## src/rtl/coord_smoother_pkg.sv

```systemverilog
// Shared constants and types for the coordinate smoother.
// Latency: n/a (declarations only).
// Backpressure: n/a.
package coord_smoother_pkg;

   // Default coordinate width; matches the row/col counters upstream.
   localparam int COORD_W = 11;

   typedef struct packed {
      logic [COORD_W-1:0] row;
      logic [COORD_W-1:0] col;
   } coord_t;

   // Tracker states.
   localparam logic [0:0] ST_ACQUIRE = 1'b0;
   localparam logic [0:0] ST_LOCKED  = 1'b1;

endpackage

```

## src/rtl/coord_smoother_if.sv

```systemverilog
// Bundle of the detection input pulse and the smoothed-output handshake.
// Latency: n/a (wiring only).
// Backpressure: iREADY from the consumer side gates oVALID.
// Ports: iRow/iCol/iVALID_COORD/iFRAME_START towards the smoother,
//        oRow/oCol/oVALID/oLOCKED from it, iREADY back into it.
interface coord_smoother_if #(
   parameter int COORD_W = coord_smoother_pkg::COORD_W
);
   logic [COORD_W-1:0] iRow;
   logic [COORD_W-1:0] iCol;
   logic               iVALID_COORD;
   logic               iFRAME_START;
   logic [COORD_W-1:0] oRow;
   logic [COORD_W-1:0] oCol;
   logic               oVALID;
   logic               iREADY;
   logic               oLOCKED;

   // Producer of detections / consumer of smoothed output.
   modport master (
      output iRow, iCol, iVALID_COORD, iFRAME_START, iREADY,
      input  oRow, oCol, oVALID, oLOCKED
   );

   // The smoother itself.
   modport slave (
      input  iRow, iCol, iVALID_COORD, iFRAME_START, iREADY,
      output oRow, oCol, oVALID, oLOCKED
   );
endinterface

```

## src/rtl/coord_smoother_history.sv

```systemverilog
// Circular window of the last DEPTH coordinates with running per-axis sums.
// Latency: sums/count/pointer update on the edge that samples write.
// Backpressure: none; accepts a write every cycle, flush has priority.
// Ports: clk/rst, write/flush controls, in_row/in_col sample,
//        sum_row/sum_col running sums, count fill level, full flag.
module coord_smoother_history
   import coord_smoother_pkg::*;
#(
   parameter int COORD_W    = coord_smoother_pkg::COORD_W,
   parameter int DEPTH_LOG2 = 2
) (
   input  logic                          clk,
   input  logic                          rst,
   input  logic                          write,
   input  logic                          flush,
   input  logic [COORD_W-1:0]            in_row,
   input  logic [COORD_W-1:0]            in_col,
   output logic [COORD_W+DEPTH_LOG2-1:0] sum_row,
   output logic [COORD_W+DEPTH_LOG2-1:0] sum_col,
   output logic [DEPTH_LOG2:0]           count,
   output logic                          full
);

   localparam int DEPTH = 1 << DEPTH_LOG2;
   localparam int SUM_W = COORD_W + DEPTH_LOG2;
   localparam logic [DEPTH_LOG2:0]   CNT_FULL = (DEPTH_LOG2+1)'(DEPTH);
   localparam logic [DEPTH_LOG2:0]   CNT_ONE  = (DEPTH_LOG2+1)'(1);
   localparam logic [DEPTH_LOG2-1:0] PTR_ONE  = DEPTH_LOG2'(1);

   logic [COORD_W-1:0]    mem_row [DEPTH];
   logic [COORD_W-1:0]    mem_col [DEPTH];
   logic [DEPTH_LOG2-1:0] wr_ptr;
   logic [COORD_W-1:0]    evict_row;
   logic [COORD_W-1:0]    evict_col;

   assign full = (count == CNT_FULL);

   // Until the window is full the slot under the pointer holds stale data,
   // so it contributes nothing to the sum.
   always_comb begin
      evict_row = '0;
      evict_col = '0;
      if (full) begin
         evict_row = mem_row[wr_ptr];
         evict_col = mem_col[wr_ptr];
      end
   end

   always_ff @(posedge clk) begin
      if (rst || flush) begin
         wr_ptr  <= '0;
         count   <= '0;
         sum_row <= '0;
         sum_col <= '0;
      end else if (write) begin
         wr_ptr  <= wr_ptr + PTR_ONE;   // power-of-two depth wraps naturally
         sum_row <= sum_row + SUM_W'(in_row) - SUM_W'(evict_row);
         sum_col <= sum_col + SUM_W'(in_col) - SUM_W'(evict_col);
         if (!full)
            count <= count + CNT_ONE;
      end
   end

   // Storage needs no reset: entries are only read once the window is full.
   always_ff @(posedge clk) begin
      if (write && !flush && !rst) begin
         mem_row[wr_ptr] <= in_row;
         mem_col[wr_ptr] <= in_col;
      end
   end

endmodule

```

## src/rtl/coord_smoother.sv

```systemverilog
// Moving-average blob tracker with outlier gate, lock FSM and frame timeout.
// Latency: 2 cycles from accepted iVALID_COORD to oVALID/oRow/oCol.
// Backpressure: single output slot, latest average overwrites a pending one.
// Ports: iCLK, iRST (sync, active-high), bus (slave side of coord_smoother_if).
module coord_smoother
   import coord_smoother_pkg::*;
#(
   parameter int COORD_W        = coord_smoother_pkg::COORD_W,
   parameter int DEPTH_LOG2     = 2,
   parameter int MAX_JUMP       = 64,
   parameter int TIMEOUT_FRAMES = 8
) (
   input  logic             iCLK,
   input  logic             iRST,
   coord_smoother_if.slave  bus
);

   localparam int DEPTH  = 1 << DEPTH_LOG2;
   localparam int SUM_W  = COORD_W + DEPTH_LOG2;
   localparam int FCNT_W = $clog2(TIMEOUT_FRAMES + 1);

   localparam logic [DEPTH_LOG2:0] CNT_LAST = (DEPTH_LOG2+1)'(DEPTH - 1);
   localparam logic [DEPTH_LOG2:0] REJ_LAST = (DEPTH_LOG2+1)'(DEPTH - 1);
   localparam logic [DEPTH_LOG2:0] REJ_ONE  = (DEPTH_LOG2+1)'(1);
   localparam logic [FCNT_W-1:0]   FCNT_LAST = FCNT_W'(TIMEOUT_FRAMES - 1);
   localparam logic [FCNT_W-1:0]   FCNT_ONE  = FCNT_W'(1);
   localparam logic [COORD_W:0]    JUMP_LIM  = (COORD_W+1)'(MAX_JUMP);

   logic [0:0]            state;
   logic [DEPTH_LOG2:0]   rej_cnt;
   logic [FCNT_W-1:0]     fcnt;
   logic [COORD_W-1:0]    avg_row;
   logic [COORD_W-1:0]    avg_col;
   logic                  upd_pend;

   logic [SUM_W-1:0]      sum_row;
   logic [SUM_W-1:0]      sum_col;
   logic [DEPTH_LOG2:0]   count;
   logic                  full;

   logic [COORD_W:0]      d_row;
   logic [COORD_W:0]      d_col;
   logic                  in_gate;
   logic                  accept;
   logic                  reject;
   logic                  rej_flush;
   logic                  tmo_flush;
   logic                  flush;
   logic [COORD_W-1:0]    new_row;
   logic [COORD_W-1:0]    new_col;
   logic                  unused_sum_lsb;

   coord_smoother_history #(
      .COORD_W    (COORD_W),
      .DEPTH_LOG2 (DEPTH_LOG2)
   ) u_hist (
      .clk     (iCLK),
      .rst     (iRST),
      .write   (accept),
      .flush   (flush),
      .in_row  (bus.iRow),
      .in_col  (bus.iCol),
      .sum_row (sum_row),
      .sum_col (sum_col),
      .count   (count),
      .full    (full)
   );

   // Truncating divide by DEPTH.
   assign new_row        = sum_row[SUM_W-1:DEPTH_LOG2];
   assign new_col        = sum_col[SUM_W-1:DEPTH_LOG2];
   assign unused_sum_lsb = ^{sum_row[DEPTH_LOG2-1:0], sum_col[DEPTH_LOG2-1:0]};

   always_comb begin
      d_row = ({1'b0, bus.iRow} >= {1'b0, avg_row}) ? ({1'b0, bus.iRow} - {1'b0, avg_row})
                                                    : ({1'b0, avg_row} - {1'b0, bus.iRow});
      d_col = ({1'b0, bus.iCol} >= {1'b0, avg_col}) ? ({1'b0, bus.iCol} - {1'b0, avg_col})
                                                    : ({1'b0, avg_col} - {1'b0, bus.iCol});
      in_gate = (d_row <= JUMP_LIM) && (d_col <= JUMP_LIM);

      // While filling the window every detection is taken; once locked the
      // gate is checked against the registered average.
      accept    = bus.iVALID_COORD && ((state == ST_ACQUIRE) || in_gate);
      reject    = bus.iVALID_COORD && (state == ST_LOCKED) && !in_gate;
      rej_flush = reject && (rej_cnt == REJ_LAST);
      // A detection in the same cycle as a frame pulse clears the counter,
      // so it can never time out on that cycle.
      tmo_flush = !bus.iVALID_COORD && bus.iFRAME_START && (fcnt == FCNT_LAST);
      flush     = rej_flush || tmo_flush;
   end

   assign bus.oLOCKED = (state == ST_LOCKED);

   always_ff @(posedge iCLK) begin
      if (iRST) begin
         state      <= ST_ACQUIRE;
         rej_cnt    <= '0;
         fcnt       <= '0;
         avg_row    <= '0;
         avg_col    <= '0;
         upd_pend   <= 1'b0;
         bus.oRow   <= '0;
         bus.oCol   <= '0;
         bus.oVALID <= 1'b0;
      end else begin
         upd_pend <= accept;

         if (flush)
            state <= ST_ACQUIRE;
         else if ((state == ST_ACQUIRE) && accept && (count == CNT_LAST))
            state <= ST_LOCKED;

         if (flush || accept)
            rej_cnt <= '0;
         else if (reject)
            rej_cnt <= rej_cnt + REJ_ONE;

         if (bus.iVALID_COORD || tmo_flush)
            fcnt <= '0;
         else if (bus.iFRAME_START)
            fcnt <= fcnt + FCNT_ONE;

         // The sums written last cycle are visible now; only a full window
         // produces an average.
         if (flush) begin
            bus.oVALID <= 1'b0;
         end else if (upd_pend && full) begin
            avg_row    <= new_row;
            avg_col    <= new_col;
            bus.oRow   <= new_row;
            bus.oCol   <= new_col;
            bus.oVALID <= 1'b1;
         end else if (bus.oVALID && bus.iREADY) begin
            bus.oVALID <= 1'b0;
         end
      end
   end

endmodule

```

## src/flat_wrapper.sv

```systemverilog
// flat-port wrapper written by rule: the top's interface ports become plain ports
module coord_smoother_flat import coord_smoother_pkg::*;
#(
   parameter int COORD_W        = coord_smoother_pkg::COORD_W,
   parameter int DEPTH_LOG2     = 2,
   parameter int MAX_JUMP       = 64,
   parameter int TIMEOUT_FRAMES = 8
)
  (iCLK, iRST, bus_iRow, bus_iCol, bus_iVALID_COORD, bus_iFRAME_START, bus_iREADY, bus_oRow, bus_oCol, bus_oVALID, bus_oLOCKED);
  coord_smoother_if #(.COORD_W(COORD_W)) bus_i ();
  input  logic iCLK;
  input  logic iRST;
  input wire logic [$bits(bus_i.iRow)-1:0] bus_iRow;
  input wire logic [$bits(bus_i.iCol)-1:0] bus_iCol;
  input wire logic [$bits(bus_i.iVALID_COORD)-1:0] bus_iVALID_COORD;
  input wire logic [$bits(bus_i.iFRAME_START)-1:0] bus_iFRAME_START;
  input wire logic [$bits(bus_i.iREADY)-1:0] bus_iREADY;
  output wire logic [$bits(bus_i.oRow)-1:0] bus_oRow;
  output wire logic [$bits(bus_i.oCol)-1:0] bus_oCol;
  output wire logic [$bits(bus_i.oVALID)-1:0] bus_oVALID;
  output wire logic [$bits(bus_i.oLOCKED)-1:0] bus_oLOCKED;
  assign bus_i.iRow = bus_iRow;
  assign bus_i.iCol = bus_iCol;
  assign bus_i.iVALID_COORD = bus_iVALID_COORD;
  assign bus_i.iFRAME_START = bus_iFRAME_START;
  assign bus_i.iREADY = bus_iREADY;
  assign bus_oRow = bus_i.oRow;
  assign bus_oCol = bus_i.oCol;
  assign bus_oVALID = bus_i.oVALID;
  assign bus_oLOCKED = bus_i.oLOCKED;
  coord_smoother #(.COORD_W(COORD_W), .DEPTH_LOG2(DEPTH_LOG2), .MAX_JUMP(MAX_JUMP), .TIMEOUT_FRAMES(TIMEOUT_FRAMES)) u_core (.iCLK(iCLK), .iRST(iRST), .bus(bus_i));
endmodule
```

## config.mk

```make
export PLATFORM = sky130hd
export DESIGN_NAME = coord_smoother_flat
export DESIGN_NICKNAME = d
export VERILOG_FILES = /design/src/rtl/coord_smoother_pkg.sv /design/src/rtl/coord_smoother_if.sv /design/src/rtl/coord_smoother_history.sv /design/src/rtl/coord_smoother.sv /design/src/flat_wrapper.sv
export SDC_FILE = /design/constraint.sdc
export NUM_CORES = 1
export LEC_CHECK = 0
export ABC_AREA = 1
export CORE_ASPECT_RATIO = 1.1
export CORE_UTILIZATION = 45
export DETAILED_ROUTE_END_ITERATION = 8
export GPL_TIMING_DRIVEN = 0
export PLACE_DENSITY_LB_ADDON = 0.2
export SYNTH_ARGS = -nofsm -noshare
export SYNTH_HDL_FRONTEND = slang
export SYNTH_SLANG_ARGS = --single-unit
```

## constraint.sdc

```tcl
create_clock -name iCLK -period 5.35 [get_ports iCLK]
set_input_delay 1.07 -clock iCLK [delete_from_list [all_inputs] [get_ports iCLK]]
set_output_delay 1.07 -clock iCLK [all_outputs]
set_load 0.02 [all_outputs]
```

==> results list <==
- For hold timing, the worst endpoint is u_core.u_hist.sum_col[0].
- Final estimated routing congestion in global placement: 0.872
- Area enclosed by the die boundary: 24,400 µm²
* Routed wire length: 27.8 mm
- After synthesis, the netlist uses 36 different library cells.
- In this run the remaining antenna-violating nets after routing total 0.
* Outcome: finished, final reports clean
- Number of synthesis warnings: 0
- Post-CTS repair changed the size of 0 cells.
* Final clock period utilization by the worst path: 92.1%
* Maximum capacitance violations: 0
* Pin count of the biggest net entering global routing: 17
- The floorplan has 58 rows.
- The first routing iteration left 630 violations.
* Level count of the clock H-tree: 4
* TritonCTS clock tree: built
- Synthesized area per cell: 7.39 µm²
- The floorplan step set the die width to 149 µm.
* Total number of vias: 9,330
- In this run the critical register-to-register path is captured at u_core.u_hist.mem_row[1][5].
- Commonest register cell after synthesis: sky130_fd_sc_hd__edfxtp_1
- TritonCTS sink count: 153
* Core box area: 23,100 µm²
- Excluding fillers, the count of instances in the completed layout stands at 1,836.
- Number of placed cells counting well taps: 1,804
- Filler Cell Count: 2,235
* Fraction of registers with async set or reset after synthesis: 0%
- Cell Area, Synth: 10,700 µm²
- Ports: 51
* Category of the critical setup timing path: in2reg
* GRT Overall Usage: 23.8%
- Summing the sequential cell areas from Yosys gives 36.8% of the chip area.
- STA classifies the critical path startpoint as an input pin.
- The startpoint identified for the worst hold timing path is u_core.u_hist.sum_col[0].
- Synth-to-layout area growth: 14.6%
* Initial antenna violation count: 0
* Per-cell via count in the routed design: 5.08
- The number of hold violations in the final report is 0.
- Number of iterations in the first detailed-routing pass: 5
* Most frequent cell on the critical path: sky130_fd_sc_hd__nand2_1
- After detailed routing, the average wire length per cell comes to 15.2 µm.
- Total setup violations reported at the end of the flow: 0
- Number of clock buffers inserted by TritonCTS: 17
- Minimum clock period: 4.93 ns
- Data arrival time of the worst path: 5.07 ns
- Detailed placement finished with a half-perimeter wire length of 21.4 mm.
- Buffers placed on the I/O ports in this run total 49.
* Hold buffers post-CTS: 0
- The via count of the first global-routing pass was 8,799.
- Walking the worst path, the cells encountered are clkdlybuf4s50_1 > ha_1 > nand2_1 > nand2_1 > nand2_1 > nand2_1 > a21oi_4 > nand2_4 > inv_2 > nand2_1 > nand2_1 > nand3_1 > nor2_1 > nand2_1 > nand2_2 > nand2_4 > nand2_4 > nand3_1 > nor2_2 > buf_8.
- Worst hold-check slack: 0.469 ns
* FF-to-FF setup slack: 1.15 ns
- Maximum clock insertion buffer count: 2
- Power spread over the standard cell area amounts to 333 nW/µm².
- Post-layout net count: 1,652
- R2r worst-path depth: 18
- The worst hold path belongs to the class reg2reg.
- Final-report max-slew violation count: 0
- After routing, the total negative slack on setup checks comes to 0 ns.
- Starting density of the core: 46.3%
- The repair_antennas step left the layout with diodes totalling 0.
* Startpoint of the lowest-slack register-to-register path: u_core.avg_col[7]
- Buffers added to address setup during post-CTS repair amount to 0.
- Transition time of the tightest slew-check pin: 0.924 ns
- For the worst setup path, the data required time is 5.49 ns.
- The slowest stage of the critical path is the sky130_fd_sc_hd__nor2_2 cell.
* Post-synth EDFFs: 88
- Critical Path Sink Type: register
- Worst stage delay on the critical path: 0.77 ns
- Synthesis produced a netlist with a net count of 1,580.
- The worst-case IR drop observed on VDD is 0.000223 V.
- Clock latency on the worst-skew pair, taken at its later pin, is 0.44 ns.
- Hold Path Depth: 2
- # DRC: 0
- Layout cells sized above 1: 5.66%
- Setup repair after global routing left no endpoint under its margin.
- Wire length of the first global-routing pass: 44.2 mm
* Gate count after technology mapping: 1,451
- Post-synthesis register bit count: 153
- Total congestion overflow after global routing: 0
- Derived from the worst setup path, the maximum achievable clock frequency is 0.203 GHz.
- Reg clk slew, reported paths: 0.06 ns
- Worst-path maximum fanout: 13
- Final clock skew: 0.0111 ns
- Height of the die: 164 µm
- In this run the tightest slew margin relative to its limit is 38.3%.
- Summed over all cells, the static leakage comes to 5.81 nW.
- Buffer type at the clock tree root: sky130_fd_sc_hd__clkbuf_16
cells by family after synthesis:
| family | share of synthesized area (%) |
|---|---|
| DFF | 36.8 |
| and+or+nand+nor | 27.3 |
| AOI/OAI and AO/OA | 8.17 |
| xor gates and xnor gates | 2.94 |
| buffers and inverters | 11.3 |
| adders and majority gates | 13.4 |
| muxes | 0.0934 |
placed cells by master, fill, tap and decap left out, drive strengths merged, types with 2 or more instances in the layout:
| cell | n |
|---|---|
| nor2 | 164 |
| nand2 | 379 |
| bufinv | 3 |
| and2 | 21 |
| fa | 22 |
| inv | 265 |
| o21bai | 4 |
| clkbuf | 39 |
| clkinv | 6 |
| a21oi | 80 |
| xnor2 | 12 |
| a21boi | 2 |
| nand3 | 72 |
| buf | 31 |
| nand3b | 4 |
| ha | 80 |
| xor2 | 24 |
| dfxtp | 65 |
| clkdlybuf4s50 | 49 |
| edfxtp | 88 |
| o2111ai | 2 |
| o21ai | 74 |
| a31oi | 2 |
| nor3 | 7 |
| nand4 | 38 |
per-stage QoR:
stage | total power [W] | instance area [µm²] | setup WS (ns) | utilization, %
2_1_floorplan | 0.00251 | 10700 | 1.13 | -
3_3_place_gp | 0.00283 | 11600 | -0.863 | 50.0
3_5_place_dp | 0.00286 | 11700 | -0.0164 | 50.5
4_1_cts | 0.00411 | 12300 | 0.432 | 53.1
5_1_grt | 0.00438 | 12300 | 0.157 | 53.1
6_report | 0.00410 | 12300 | 0.421 | 53.1
power by group:
group	internal [W]	switching (W)
Combinational	0.000586	0.000876
Clock	0.000758	0.000495
Sequential	0.00133	0.0000502
Total	0.00268	0.00142
worst max-delay path by stage:
stage,to,start,slack (ns)
after floorplan,u_core.u_hist.mem_col[0][0],bus_iCol[7],1.13
after global placement,u_core.u_hist.mem_col[3][6],bus_iCol[5],-0.86
after detailed placement,u_core.u_hist.mem_row[1][6],bus_iCol[5],-0.02
after CTS,u_core.u_hist.mem_row[1][5],bus_iCol[5],0.43
after global routing,u_core.u_hist.mem_row[1][5],bus_iCol[5],0.16
final,u_core.u_hist.mem_row[1][5],bus_iCol[5],0.42
per-layer routing:
metal | wire, µm | track usage [%]
met1 | 11600 | 28.8
met3 | 1340 | 3.36
met4 | 804 | 9.18
met5 | 0 | 0
met2 | 14100 | 42.5
final cells by class:
type	count	area, µm²	area share, %
repair buffers	53	576	4.68
clock inverters	11	146	1.19
flip-flops and latches	153	3940	32.1
plain buffers	45	221	1.80
multi-input cells	989	5570	45.4
well taps	300	375	3.05
clock buffers	21	460	3.75
inverters	264	991	8.06
Yosys cell counts (2+ instances only):
cell / number / area [µm²]
sky130_fd_sc_hd__a21boi_0: 2 / 15.0
sky130_fd_sc_hd__o21bai_1: 4 / 30.0
sky130_fd_sc_hd__a21oi_4: 2 / 32.5
sky130_fd_sc_hd__buf_4: 2 / 15.0
sky130_fd_sc_hd__o2111ai_1: 2 / 17.5
sky130_fd_sc_hd__inv_2: 8 / 30.0
sky130_fd_sc_hd__buf_2: 18 / 90.1
sky130_fd_sc_hd__nor2_1: 164 / 616
sky130_fd_sc_hd__nand3_2: 2 / 20.0
sky130_fd_sc_hd__buf_6: 3 / 33.8
sky130_fd_sc_hd__dfxtp_1: 65 / 1300
sky130_fd_sc_hd__a31oi_1: 2 / 12.5
sky130_fd_sc_hd__xor2_1: 24 / 210
sky130_fd_sc_hd__inv_1: 256 / 961
sky130_fd_sc_hd__nand2_2: 8 / 50.1
sky130_fd_sc_hd__o21ai_0: 55 / 275
sky130_fd_sc_hd__and2_1: 21 / 131
sky130_fd_sc_hd__a21oi_1: 78 / 390
sky130_fd_sc_hd__nand4_1: 38 / 238
sky130_fd_sc_hd__xnor2_1: 12 / 105
sky130_fd_sc_hd__nor3_1: 5 / 25.0
sky130_fd_sc_hd__buf_1: 4 / 15.0
sky130_fd_sc_hd__clkbuf_1: 18 / 67.6
sky130_fd_sc_hd__edfxtp_1: 88 / 2640
sky130_fd_sc_hd__nand3b_1: 4 / 30.0
sky130_fd_sc_hd__nand2_1: 367 / 1380
sky130_fd_sc_hd__fa_1: 22 / 440
sky130_fd_sc_hd__nand3_1: 69 / 345
sky130_fd_sc_hd__o21ai_1: 19 / 95.1
sky130_fd_sc_hd__nand2_4: 4 / 45.0
sky130_fd_sc_hd__ha_1: 80 / 1000
flip-flops by register name, indices dropped and copies added (netlist names), 2 cells and up, named ones only:
name	cells
u_core.avg_col	11
u_core.u_hist.sum_row	13
u_core.u_hist.wr_ptr	2
u_core.fcnt	4
u_core.u_hist.mem_col	44
u_core.u_hist.sum_col	13
u_core.avg_row	11
u_core.u_hist.mem_row	44
u_core.rej_cnt	3
u_core.u_hist.count	3
critical path: cells and delay by family:
family          cells  cell delay [ns]
compound gates      1             0.31
fa+ha+maj           1             0.38
simple gates       15             2.29
buf+inv             3             0.99
Note: power is estimated with default switching activity, not from simulation.
